`src/rtl/coin_pkg.sv`:
```
// Shared types and constants for the coin lane scheduler.
//   game_state_t : top-level game FSM states
//   lane_state_t : per-lane coin FSM states
//   LANE_NONE    : player lane code meaning "not in any lane"
//   LFSR_TAPS    : feedback mask for the 8-bit Fibonacci LFSR (x^8+x^6+x^5+x^4+1)
package coin_pkg;

  typedef enum logic [1:0] {
    IDLE,
    RUN,
    GAME_OVER
  } game_state_t;

  typedef enum logic [1:0] {
    L_IDLE,
    L_FLY,
    L_READY,
    L_COOL
  } lane_state_t;

  localparam logic [1:0] LANE_NONE = 2'd3;
  localparam logic [7:0] LFSR_TAPS = 8'hB8;

  // One LFSR step: shift left, XOR of the tapped bits enters at bit 0.
  function automatic logic [7:0] lfsr_next(input logic [7:0] s);
    return {s[6:0], ^(s & LFSR_TAPS)};
  endfunction

endpackage

```
`src/rtl/coin_lane_fsm.sv`:
```
// Per-lane coin controller: spawns, waits for the sprite to arrive, then
// scores a collect or a miss and cools down before the lane can respawn.
// Ports:
//   clk, rst     : clock, synchronous active-high reset
//   spawn        : start a coin in this lane (only honoured in L_IDLE)
//   eval         : decision strobe, a fixed delay after each frame tick
//   tick         : frame tick, times the cool-down
//   in_position  : sprite has reached its collect position
//   lane_match   : player is standing in this lane
//   force_cool   : hold the lane in L_COOL (game over)
//   active       : registered sprite enable
//   collect_c    : combinational collect on this eval
//   miss_c       : combinational miss on this eval
//   is_idle_c    : lane can accept a spawn
module coin_lane_fsm
  import coin_pkg::*;
#(
  parameter int unsigned MISS_FRAMES = 8
) (
  input  logic clk,
  input  logic rst,
  input  logic spawn,
  input  logic eval,
  input  logic tick,
  input  logic in_position,
  input  logic lane_match,
  input  logic force_cool,
  output logic active,
  output logic collect_c,
  output logic miss_c,
  output logic is_idle_c
);

  localparam int unsigned MISS_W = $clog2(MISS_FRAMES + 1);

  lane_state_t       state;
  logic [MISS_W-1:0] miss_cnt;
  logic              cool_cnt;
  logic              ready_eval_c;

  assign ready_eval_c = (state == L_READY) && eval;
  assign collect_c    = ready_eval_c && lane_match;
  // The eval that would bring the count up to MISS_FRAMES is the miss.
  assign miss_c       = ready_eval_c && !lane_match && (miss_cnt == MISS_W'(MISS_FRAMES - 1));
  assign is_idle_c    = (state == L_IDLE);

  // Lane state machine; active tracks the state being entered.
  always_ff @(posedge clk) begin
    if (rst) begin
      state    <= L_IDLE;
      miss_cnt <= '0;
      cool_cnt <= 1'b0;
      active   <= 1'b0;
    end else if (force_cool) begin
      state    <= L_COOL;
      cool_cnt <= 1'b0;
      active   <= 1'b0;
    end else begin
      case (state)
        L_IDLE: begin
          if (spawn) begin
            state    <= L_FLY;
            miss_cnt <= '0;
            active   <= 1'b1;
          end
        end
        L_FLY: begin
          if (eval && in_position) state <= L_READY;
        end
        L_READY: begin
          if (eval) begin
            if (lane_match || miss_c) begin
              state    <= L_COOL;
              cool_cnt <= 1'b0;
              active   <= 1'b0;
            end else begin
              miss_cnt <= miss_cnt + MISS_W'(1);
            end
          end
        end
        L_COOL: begin
          // Two ticks with active low so the sprite reloads its start position.
          if (tick) begin
            if (cool_cnt) state <= L_IDLE;
            else          cool_cnt <= 1'b1;
          end
        end
        default: state <= L_IDLE;
      endcase
    end
  end

endmodule

```
`src/rtl/coin_lane_scheduler.sv`:
```
// Game-level coin scheduler: frame tick/eval generation, LFSR lane choice,
// spawn timer, score/lives bookkeeping and the game state machine.
// Ports:
//   i_clk, i_rst   : pixel clock, synchronous active-high reset
//   i_v_sync       : vsync level (i_clk domain); rising edge is the frame tick
//   i_start        : start from IDLE / restart from GAME_OVER
//   i_player_lane  : player lane 0..2, 3 = none
//   i_in_position  : per-lane sprite arrival flags
//   o_coin_active  : per-lane sprite enables
//   o_score        : collected coins (saturating)
//   o_lives        : remaining lives
//   o_collect      : pulse on any collect
//   o_miss         : pulse on any miss
//   o_game_over    : high in GAME_OVER
module coin_lane_scheduler
  import coin_pkg::*;
#(
  parameter int unsigned N_LANES      = 3,
  parameter int unsigned SPAWN_FRAMES = 45,
  parameter int unsigned MISS_FRAMES  = 8,
  parameter int unsigned START_LIVES  = 3,
  parameter logic [7:0]  LFSR_SEED    = 8'hA5,
  parameter int unsigned SCORE_W      = 10
) (
  input  logic               i_clk,
  input  logic               i_rst,
  input  logic               i_v_sync,
  input  logic               i_start,
  input  logic [1:0]         i_player_lane,
  input  logic [N_LANES-1:0] i_in_position,
  output logic [N_LANES-1:0] o_coin_active,
  output logic [SCORE_W-1:0] o_score,
  output logic [3:0]         o_lives,
  output logic               o_collect,
  output logic               o_miss,
  output logic               o_game_over
);

  localparam int unsigned SPAWN_W = $clog2(SPAWN_FRAMES);
  localparam int unsigned CNT_W   = $clog2(N_LANES + 1);
  localparam int unsigned SUM_W   = SCORE_W + CNT_W;

  logic               vs_q;
  logic               tick_d1;
  logic               eval_q;
  logic               tick_c;
  logic [7:0]         lfsr;
  game_state_t        game_state;
  logic [SPAWN_W-1:0] spawn_cnt;
  logic               spawn_try_c;
  logic               force_cool_c;
  logic [1:0]         cand_c;
  logic [N_LANES-1:0] spawn_c;
  logic [N_LANES-1:0] lane_idle_c;
  logic [N_LANES-1:0] lane_collect_c;
  logic [N_LANES-1:0] lane_miss_c;
  logic [N_LANES-1:0] lane_active;
  logic [CNT_W-1:0]   n_collect_c;
  logic [CNT_W-1:0]   n_miss_c;
  logic [SUM_W-1:0]   score_sum_c;
  logic [SCORE_W-1:0] score_next_c;
  logic [3:0]         lives_next_c;

  assign tick_c        = i_v_sync & ~vs_q;
  assign spawn_try_c   = (game_state == RUN) && tick_c &&
                         (spawn_cnt == SPAWN_W'(SPAWN_FRAMES - 1));
  assign force_cool_c  = (game_state == GAME_OVER);
  assign o_coin_active = lane_active;

  // Candidate lane from the LFSR; codes beyond the last lane fold to lane 0.
  assign cand_c = (32'(lfsr[1:0]) >= N_LANES) ? 2'd0 : lfsr[1:0];

  // First idle lane searching forward cyclically from the candidate.
  always_comb begin
    logic found;
    spawn_c = '0;
    found   = 1'b0;
    for (int unsigned k = 0; k < N_LANES; k++) begin
      for (int unsigned j = 0; j < N_LANES; j++) begin
        if (!found && lane_idle_c[j] && (j == (32'(cand_c) + k) % N_LANES)) begin
          spawn_c[j] = spawn_try_c;
          found      = 1'b1;
        end
      end
    end
  end

  // Collect/miss counts and saturating score/lives updates.
  always_comb begin
    n_collect_c = '0;
    n_miss_c    = '0;
    for (int unsigned j = 0; j < N_LANES; j++) begin
      n_collect_c = n_collect_c + CNT_W'(lane_collect_c[j]);
      n_miss_c    = n_miss_c + CNT_W'(lane_miss_c[j]);
    end
    score_sum_c  = SUM_W'(o_score) + SUM_W'(n_collect_c);
    score_next_c = (|score_sum_c[SUM_W-1:SCORE_W]) ? '1 : score_sum_c[SCORE_W-1:0];
    lives_next_c = (4'(n_miss_c) >= o_lives) ? 4'd0 : o_lives - 4'(n_miss_c);
  end

  for (genvar g = 0; g < N_LANES; g++) begin : g_lane
    coin_lane_fsm #(
      .MISS_FRAMES(MISS_FRAMES)
    ) u_lane (
      .clk        (i_clk),
      .rst        (i_rst),
      .spawn      (spawn_c[g]),
      .eval       (eval_q),
      .tick       (tick_c),
      .in_position(i_in_position[g]),
      .lane_match ((i_player_lane != LANE_NONE) && (i_player_lane == 2'(g))),
      .force_cool (force_cool_c),
      .active     (lane_active[g]),
      .collect_c  (lane_collect_c[g]),
      .miss_c     (lane_miss_c[g]),
      .is_idle_c  (lane_idle_c[g])
    );
  end

  // Tick/eval pipeline, LFSR, spawn timer, score/lives and game FSM.
  always_ff @(posedge i_clk) begin
    if (i_rst) begin
      vs_q        <= 1'b0;
      tick_d1     <= 1'b0;
      eval_q      <= 1'b0;
      lfsr        <= LFSR_SEED;
      game_state  <= IDLE;
      spawn_cnt   <= '0;
      o_score     <= '0;
      o_lives     <= 4'(START_LIVES);
      o_collect   <= 1'b0;
      o_miss      <= 1'b0;
      o_game_over <= 1'b0;
    end else begin
      vs_q      <= i_v_sync;
      tick_d1   <= tick_c;
      eval_q    <= tick_d1;
      o_collect <= |lane_collect_c;
      o_miss    <= |lane_miss_c;
      if (tick_c) lfsr <= lfsr_next(lfsr);
      case (game_state)
        IDLE: begin
          if (i_start) begin
            game_state <= RUN;
            o_score    <= '0;
            o_lives    <= 4'(START_LIVES);
            spawn_cnt  <= '0;
          end
        end
        RUN: begin
          o_score <= score_next_c;
          o_lives <= lives_next_c;
          if (tick_c) spawn_cnt <= spawn_try_c ? '0 : spawn_cnt + SPAWN_W'(1);
          if (o_lives == 4'd0) begin
            game_state  <= GAME_OVER;
            o_game_over <= 1'b1;
          end
        end
        GAME_OVER: begin
          if (i_start) begin
            game_state  <= RUN;
            o_game_over <= 1'b0;
            o_score     <= '0;
            o_lives     <= 4'(START_LIVES);
            spawn_cnt   <= '0;
          end
        end
        default: game_state <= IDLE;
      endcase
    end
  end

endmodule

```
`config.mk`:
```
export PLATFORM = sky130hd
export DESIGN_NAME = coin_lane_scheduler
export DESIGN_NICKNAME = d
export VERILOG_FILES = /design/src/rtl/coin_pkg.sv /design/src/rtl/coin_lane_fsm.sv /design/src/rtl/coin_lane_scheduler.sv
export SDC_FILE = /design/constraint.sdc
export NUM_CORES = 1
export LEC_CHECK = 0
export BUFFER_PORTS_ARGS = -buffer_cell sky130_fd_sc_hd__buf_2
export CAP_MARGIN = 15
export CORE_ASPECT_RATIO = 1.2
export CORE_UTILIZATION = 52
export CTS_BUF_LIST = sky130_fd_sc_hd__clkbuf_2
export DETAILED_ROUTE_END_ITERATION = 16
export PLACE_DENSITY = 0.73
export SYNTH_ARGS = -nofsm -noshare
export SYNTH_HDL_FRONTEND = slang
export SYNTH_SLANG_ARGS = --single-unit
```
`constraint.sdc`:
```
create_clock -name i_clk -period 5.44 [get_ports i_clk]
set_clock_uncertainty 0.05 [all_clocks]
set_input_delay 0.272 -clock i_clk [delete_from_list [all_inputs] [get_ports i_clk]]
set_output_delay 0.272 -clock i_clk [all_outputs]
set_load 0.01 [all_outputs]
```
==> results of run 1 <==
-- flip-flops by register name (all words and copies together) (netlist names) --
register / flops
g_lane.u_lane.miss_cnt: 12
g_lane.u_lane.cool_cnt: 3
g_lane.u_lane.active: 3
o_collect: 1
o_score: 10
lfsr: 8
vs_q: 1
g_lane.u_lane.state: 6
game_state: 2
o_lives: 4
eval_q: 1
tick_d1: 1
o_game_over: 1
o_miss: 1
spawn_cnt: 6
-- power breakdown --
group	total, mW	switching, mW	internal [mW]
Combinational	0.245	0.151	0.0933
Sequential	0.483	0.0220	0.461
Clock	0.265	0.166	0.0990
Total	0.993	0.339	0.653
-- metrics by stage --
stage                     instances  cell area [sq um]  setup slack [ns]
final                           549               3880              1.95
after global routing            549               3880              1.66
after CTS                       549               3880              1.99
after detailed placement        533               3770              2.01
after global placement          533               3770              2.17
after floorplan                 442               3620              2.31
-- final timing paths --
kind | start | end | slack [ns] | cells past startpoint
hold reg to reg | tick_d1 | eval_q | 0.41 | 1
setup / recovery | g_lane[0].u_lane.state[0] | o_lives[3] | 1.95 | 12
hold / removal | i_start | game_state[1] | 0.04 | 3
setup reg to reg | g_lane[0].u_lane.state[0] | o_lives[3] | 1.95 | 12
-- final cells by class --
cell class              count  area (sq um)
fillers                   646          2680
multi-input cells         334          2220
flip-flops and latches     60          1200
repair buffers             31           165
well taps                  85           106
inverters                  24          90.1
clock inverters             6          56.3
clock buffers               9          45.0
-- cells in the mapped netlist, drive strengths merged, types with 3 or more instances --
library cell,number
a211o,3
a211oi,8
a21o,3
a21oi,42
a311oi,4
a31oi,3
and2,4
and3,7
buf,9
clkbuf,15
dfxtp,60
fa,4
ha,25
inv,24
mux2i,4
nand2,43
nand2b,8
nand3,15
nand3b,6
nand4,5
nand4b,3
nor2,33
nor2b,13
nor3,19
nor4,4
o211ai,6
o21ai,23
o311ai,4
o31ai,3
or3,3
xnor2,3
-- kinds of logic after synthesis --
logic type | after synthesis | share of synthesized area [%]
XOR/XNOR | 3 | 0.726
buffers and inverters | 48 | 5.53
multiplexers | 4 | 1.11
AND/OR/NAND/NOR | 174 | 24.8
adder cells (fa/ha/maj) | 29 | 10.8
AO/OA/AOI/OAI | 124 | 23.9
flip-flops | 60 | 33.2
-- worst reg2reg max path, cell delays in order, from the launching register on --
cell and delay (ns):
sky130_fd_sc_hd__dfxtp_1 0.37, sky130_fd_sc_hd__inv_1 0.12, sky130_fd_sc_hd__ha_1 0.40, sky130_fd_sc_hd__nand2_1 0.19, sky130_fd_sc_hd__nor3b_1 0.41, sky130_fd_sc_hd__fa_1 0.50, sky130_fd_sc_hd__ha_1 0.20, sky130_fd_sc_hd__inv_1 0.08
sky130_fd_sc_hd__fa_1 0.20, sky130_fd_sc_hd__a21boi_0 0.18, sky130_fd_sc_hd__o31ai_1 0.12, sky130_fd_sc_hd__or3b_2 0.48, sky130_fd_sc_hd__a21oi_1 0.14
-- per-layer routing --
layer  vias up  wire length (um)  share of wire (%)
met3        13               431                5.2
met2        98              3950                 48
met5         -                 0                  0
li1       1644                 -                  -
met4         0               102                1.2
met1      1550              3740                 45
==> results.md, run 1 <==
## Synthesis
- **post-synthesis cell type count** 68
- **number of synthesized flops with an enable pin** 0
- **count of mapped cells out of synthesis** 442
- **commonest register cell after synthesis** sky130_fd_sc_hd__dfxtp_1
- **biggest area contributors in the synthesized netlist** sky130_fd_sc_hd__dfxtp_1 (33%), sky130_fd_sc_hd__ha_1 (8.6%), sky130_fd_sc_hd__a21oi_1 (5.8%)
- **mean post-synth cell area** 8.20 sq um
- **synthesized net count** 480
- **Synth Register Bits** 60
- **share of the synthesized area in the top cell type** 33.2%
- **Post-Syn Area** 3620 sq um
- **number of warnings reported in the yosys synthesis log** 0
- **Async SR Flop Fraction** 0%
- **cell taking the most area after synthesis** sky130_fd_sc_hd__dfxtp_1
- **proportion of synthesized chip area in sequential cells** 33.2%

## Global route
- **total grt overflow** 0
- **total routing resource utilization after global routing** 24.2%
- **GR met1 Demand/Resource** 28.7%
- **global-route wire length before repair** 14100 um
- **global-route met2 utilization** 42.3%
- **met3 GRT Util** 4.68%
- **maximum number of pins on one net before global-route repair** 47
- **via count of the first global-routing pass** 3137
- **number of antenna violations at the first check in global routing** 0
- **layer with the highest usage** met2

## Layout
- **most common cell after layout, fill and taps aside** sky130_fd_sc_hd__dfxtp_1
- **synthesis-to-layout area growth** 7.25%
- **post-layout utilization of the core** 59.2%
- **total inserted antenna cells** 0
- **fraction of layout cells with a size suffix above 1** 11.2%
- **Net count, final** 498
- **most frequent cells in the layout** sky130_fd_sc_hd__dfxtp_1 (60), sky130_fd_sc_hd__nand2_1 (43), sky130_fd_sc_hd__a21oi_1 (42), sky130_fd_sc_hd__nor2_1 (33), sky130_fd_sc_hd__buf_2 (28)

## Floorplanning
- **Chip Height** 93.4 um
- **die width** 78.2 um
- **area of the die** 7300 sq um
- **Top Ports** 29
- **area of the core** 6570 sq um
- **# rows** 32
- **starting density of the core** 55.2%

## Timing
- **total negative setup slack** 0 ns
- **hold slack final** 0.0411 ns
- **worst-margin pin slew** 0.800 ns
- **highest clock frequency the design can meet** 0.287 GHz
- **Final Slew Violations** 0
- **remaining max-slew budget at the tightest pin** 45.8%
- **unrepaired setup endpoints after global routing** no
- **final setup violating endpoints** 0
- **portion of the clock cycle consumed by the worst path in the final layout** 64.1%
- **Final Critical Period** 3.49 ns
- **final hold vios** 0

## Route
- **number of iterations in the first detailed-routing pass** 5
- **post-detailed-route via-to-cell ratio** 6.02
- **vias after detailed routing** 3305
- **DRC violation count after routing** 0
- **post-detailed-route wirelength per cell** 15.0 um
- **Routed Antenna Nets** 0
- **Detailed Route Iter0 Violations** 173
- **wirelength, routed** 8230 um

## Critical path
- **worst endpoint required time** 5.81 ns
- **standard cell with the maximum stage delay on the critical path** sky130_fd_sc_hd__fa_1
- **list of cells traversed by the critical path** inv_1 > ha_1 > nand2_1 > nor3b_1 > fa_1 > ha_1 > inv_1 > fa_1 > a21boi_0 > o31ai_1 > or3b_2 > a21oi_1
- **family with the most delay on the worst path** adder cells
- **largest driver fanout on the critical path** 11
- **type of element capturing the critical path** flip-flop
- **Critical Path Start Type** flip-flop
- **classification of the worst setup path** reg2reg
- **buffer and inverter count on the worst path** 2
- **longest individual stage delay on the worst path** 0.50 ns
- **Data arrival, critical path** 3.86 ns

## Pwr
- **worst voltage drop across the vdd grid** 0.000135 V
- **Final Power** 0.993 mW
- **total power density per cell area** 256 nW/um^2
- **cell leakage power** 1.52 nW

## Hold path
- **class of the tightest hold or removal check** in2reg

## Run status
- **status** finished clean

## Clocking
- **number of buffers inserted by hold repair at cts** 1
- **maximum clock insertion buffer count** 2
- **TritonCTS clock tree** done
- **number of buffers added by the clock tree synthesis step** 9
- **H-Tree Level Count** 3
- **clock transition at the registers of the reported paths** 0.16 ns
- **Post-CTS Setup Inserts** 0
- **Clock Root Buffer** sky130_fd_sc_hd__clkbuf_2
- **clock insertion delay at the later pin of the skew report** 0.48 ns
- **clock sink count** 60
- **count of cells resized by post-cts repair** 0

## Placed design
- **IO Port Bufs** 28
- **final estimated routing congestion in global placement** 0.848
- **Detailed Place HPWL** 5890 um

## Flow run
- **maxcap violations** 0

Note: power is estimated with default switching activity, not from simulation.
==> inputs of run 2 (changes only) <==
--- a/config.mk
+++ b/config.mk
@@ -5,6 +5,7 @@
 export SDC_FILE = /design/constraint.sdc
 export NUM_CORES = 1
 export LEC_CHECK = 0
+export ABC_AREA = 1
 export BUFFER_PORTS_ARGS = -buffer_cell sky130_fd_sc_hd__buf_2
 export CAP_MARGIN = 15
 export CORE_ASPECT_RATIO = 1.2
==> constraint.sdc (replaced) <==
create_clock -name i_clk -period 3.7 [get_ports i_clk]
set_clock_uncertainty 0.05 [all_clocks]
set_input_delay 0.185 -clock i_clk [delete_from_list [all_inputs] [get_ports i_clk]]
set_output_delay 0.185 -clock i_clk [all_outputs]
set_load 0.01 [all_outputs]
==> results.md, run 2 <==
## Synthesis
- **top cell types by occurrence after synthesis** sky130_fd_sc_hd__nand2_1 (112), sky130_fd_sc_hd__inv_1 (71), sky130_fd_sc_hd__dfxtp_1 (60), sky130_fd_sc_hd__nor2_1 (60), sky130_fd_sc_hd__a21oi_1 (42)
- **proportion of synthesized chip area in sequential cells** 33.3%
- **number of warnings reported in the yosys synthesis log** 0
- **commonest register cell after synthesis** sky130_fd_sc_hd__dfxtp_1
- **post-synthesis cell type count** 36
- **Async SR Flop Fraction** 0%
- **synthesized net count** 561
- **number of synthesized flops with an enable pin** 0
- **biggest area contributors in the synthesized netlist** sky130_fd_sc_hd__dfxtp_1 (33%), sky130_fd_sc_hd__nand2_1 (12%), sky130_fd_sc_hd__ha_1 (8.7%)
- **Synth Register Bits** 60
- **mean post-synth cell area** 6.89 sq um
- **cell taking the most area after synthesis** sky130_fd_sc_hd__dfxtp_1
- **count of mapped cells out of synthesis** 523
- **Post-Syn Area** 3600 sq um
- **library cell with the highest instance count after synthesis** sky130_fd_sc_hd__nand2_1
- **share of the synthesized area in the top cell type** 33.3%

## Placed design
- **final estimated routing congestion in global placement** 0.868
- **IO Port Bufs** 28
- **Detailed Place HPWL** 5760 um
- **setup slack at placement** 0.292 ns
- **number of placed cells counting well taps** 623

## Global route
- **global-route wire length before repair** 13700 um
- **total routing resource utilization after global routing** 23.7%
- **number of antenna violations at the first check in global routing** 0
- **total grt overflow** 0
- **via count of the first global-routing pass** 3229
- **maximum number of pins on one net before global-route repair** 33

## Clocking
- **clock insertion delay at the later pin of the skew report** 0.49 ns
- **count of cells resized by post-cts repair** 0
- **clock sink count** 60
- **Post-CTS Setup Inserts** 0
- **TritonCTS clock tree** done
- **Clock Root Buffer** sky130_fd_sc_hd__clkbuf_2
- **H-Tree Level Count** 3
- **clock transition at the registers of the reported paths** 0.20 ns
- **maximum clock insertion buffer count** 2
- **number of buffers added by the clock tree synthesis step** 9

## Timing
- **final setup violating endpoints** 0
- **portion of the clock cycle consumed by the worst path in the final layout** 92.1%
- **Final Critical Period** 3.41 ns
- **total negative setup slack** 0 ns
- **highest clock frequency the design can meet** 0.293 GHz
- **unrepaired setup endpoints after global routing** no
- **final hold vios** 0
- **hold slack final** 0.159 ns
- **remaining max-slew budget at the tightest pin** 45.7%
- **crit path setup slack, layout** 0.291 ns
- **worst-margin pin slew** 0.812 ns
- **Final Slew Violations** 0

## Floorplanning
- **area of the die** 7270 sq um
- **area of the core** 6570 sq um
- **Top Ports** 29
- **# rows** 32
- **starting density of the core** 54.9%
- **die width** 78.0 um
- **Chip Height** 93.2 um

## Critical path
- **largest driver fanout on the critical path** 7
- **longest individual stage delay on the worst path** 0.49 ns
- **classification of the worst setup path** reg2reg
- **Data arrival, critical path** 3.74 ns
- **worst reg2reg path endpoint** o_score[1]
- **type of element capturing the critical path** flip-flop
- **Reg2Reg Setup Slack** 0.29 ns
- **worst endpoint required time** 4.03 ns
- **list of cells traversed by the critical path** inv_1 > ha_1 > inv_1 > nor3_1 > fa_1 > ha_1 > fa_1 > nand2_1 > inv_1 > nand3_1 > nor2_1 > nand2_1 > nor2_1 > nand2_1 > nor2_1 > o21ai_0 > a21oi_1
- **RR Startpoint** g_lane[0].u_lane.state[0]
- **worst reg-to-reg path cell count** 17
- **standard cell with the maximum stage delay on the critical path** sky130_fd_sc_hd__fa_1
- **Critical Path Start Type** flip-flop

## Layout
- **most common cell after layout, fill and taps aside** sky130_fd_sc_hd__nand2_1
- **filler-free cell count of the finished design** 641
- **total inserted antenna cells** 0
- **fraction of layout cells with a size suffix above 1** 11.5%
- **register bank with the most flops** g_lane.u_lane.miss_cnt
- **most frequent cells in the layout** sky130_fd_sc_hd__nand2_1 (112), sky130_fd_sc_hd__inv_1 (71), sky130_fd_sc_hd__nor2_1 (60), sky130_fd_sc_hd__dfxtp_1 (60), sky130_fd_sc_hd__a21oi_1 (42)
- **Net count, final** 589
- **largest registers in the final layout** g_lane.u_lane.miss_cnt: 12 flops, o_score: 10 flops, lfsr: 8 flops
- **area occupied by multi-input gates** 2060 sq um
- **max reg flops** 12
- **synthesis-to-layout area growth** 9.03%
- **Seq. cell area** 1200 sq um
- **Filler Cell Count** 645

## Pwr
- **worst voltage drop across the vdd grid** 0.000219 V
- **total power density per cell area** 402 nW/um^2
- **cell leakage power** 1.83 nW
- **Final Power** 1.58 mW

## Route
- **Detailed Route Iter0 Violations** 149
- **post-detailed-route via-to-cell ratio** 5.19
- **post-detailed-route wirelength per cell** 12.1 um
- **number of iterations in the first detailed-routing pass** 4
- **wirelength, routed** 7750 um
- **DRC violation count after routing** 0
- **Routed Antenna Nets** 0
- **vias after detailed routing** 3326

## Hold path
- **Hold Path End** o_score[2]
- **class of the tightest hold or removal check** in2reg
- **startpoint of the most critical hold path** i_rst
- **Cells on Worst Hold Path** 2

## Flow run
- **maxcap violations** 0

## Run status
- **status** finished clean

## run 2: cell count changes after synthesis, moves of 5 or more
cell,previous run,this run
sky130_fd_sc_hd__nor2b_1,13,0
sky130_fd_sc_hd__and3_1,7,0
sky130_fd_sc_hd__nor2_1,33,60
sky130_fd_sc_hd__nand3b_1,6,0
sky130_fd_sc_hd__nand3_1,15,33
sky130_fd_sc_hd__xor2_1,0,7
sky130_fd_sc_hd__nand2_1,43,112
sky130_fd_sc_hd__o21ai_0,20,29
sky130_fd_sc_hd__nand2b_1,8,0
sky130_fd_sc_hd__inv_1,24,71
sky130_fd_sc_hd__nor3_1,19,14
## run 2: worst max-delay path by stage
stage / start / endpoint
after global routing: g_lane[0].u_lane.state[0] / o_score[1]
after CTS: g_lane[0].u_lane.state[0] / o_score[1]
after floorplan: g_lane[0].u_lane.state[0] / o_score[0]
after global placement: g_lane[0].u_lane.state[0] / o_score[0]
after detailed placement: g_lane[0].u_lane.state[0] / o_score[1]
final: g_lane[0].u_lane.state[0] / o_score[1]
## run 2: per-stage QoR
stage,instance area (sq um),utilization (%)
floorplan,3600,-
global placement,3800,57.8
detailed placement,3800,57.8
CTS,3930,59.8
global route,3930,59.8
finish,3930,59.8
## run 2: routing by layer
metal / part of all wire, % / vias to the layer above / wire (um) / global-route usage (%)
li1: - / 1741 / - / -
met1: 47 / 1509 / 3650 / 28.6
met2: 47 / 60 / 3620 / 40.0
met3: 3.5 / 16 / 275 / 4.39
met4: 2.6 / 0 / 202 / 12.2
met5: 0 / - / 0 / 0
## run 2: power breakdown
part / internal, mW / total [mW] / switching (mW)
sequential: 0.694 / 0.733 / 0.0392
clock: 0.152 / 0.411 / 0.259
combinational: 0.155 / 0.435 / 0.280
total: 1.00 / 1.58 / 0.578
## run 2: what timing repair did
item                                    in CTS  in global routing
hold buffers                                 2                  0
endpoints found under the setup margin       0                  0
hold endpoints to repair                     3                  0
## run 2: layout make-up
type / count / area share (%)
multi-input combinational: 375 / 52.4
sequential: 60 / 30.6
inverter: 73 / 6.97
timing repair buffer: 32 / 4.46
tap: 85 / 2.71
clock inverter: 7 / 1.72
clock buffer: 9 / 1.15
## run 2: cell families after synthesis
| logic type | after synthesis | share of synthesized area [%] |
|---|---|---|
| XOR/XNOR | 11 | 2.67 |
| adder cells (fa/ha/maj) | 29 | 10.9 |
| buffers and inverters | 88 | 9.51 |
| flip-flops | 60 | 33.3 |
| AO/OA/AOI/OAI | 93 | 14.2 |
| AND/OR/NAND/NOR | 242 | 29.4 |
## run 2: critical path, delay by kind of cell (launching register included)
| kind | cells | cell delay (ns) |
|---|---|---|
| adder cells (fa/ha/maj) | 4 | 1.42 |
| AND/OR/NAND/NOR | 8 | 0.91 |
| flip-flops | 1 | 0.38 |
| buffers and inverters | 3 | 0.29 |
| AO/OA/AOI/OAI | 2 | 0.23 |
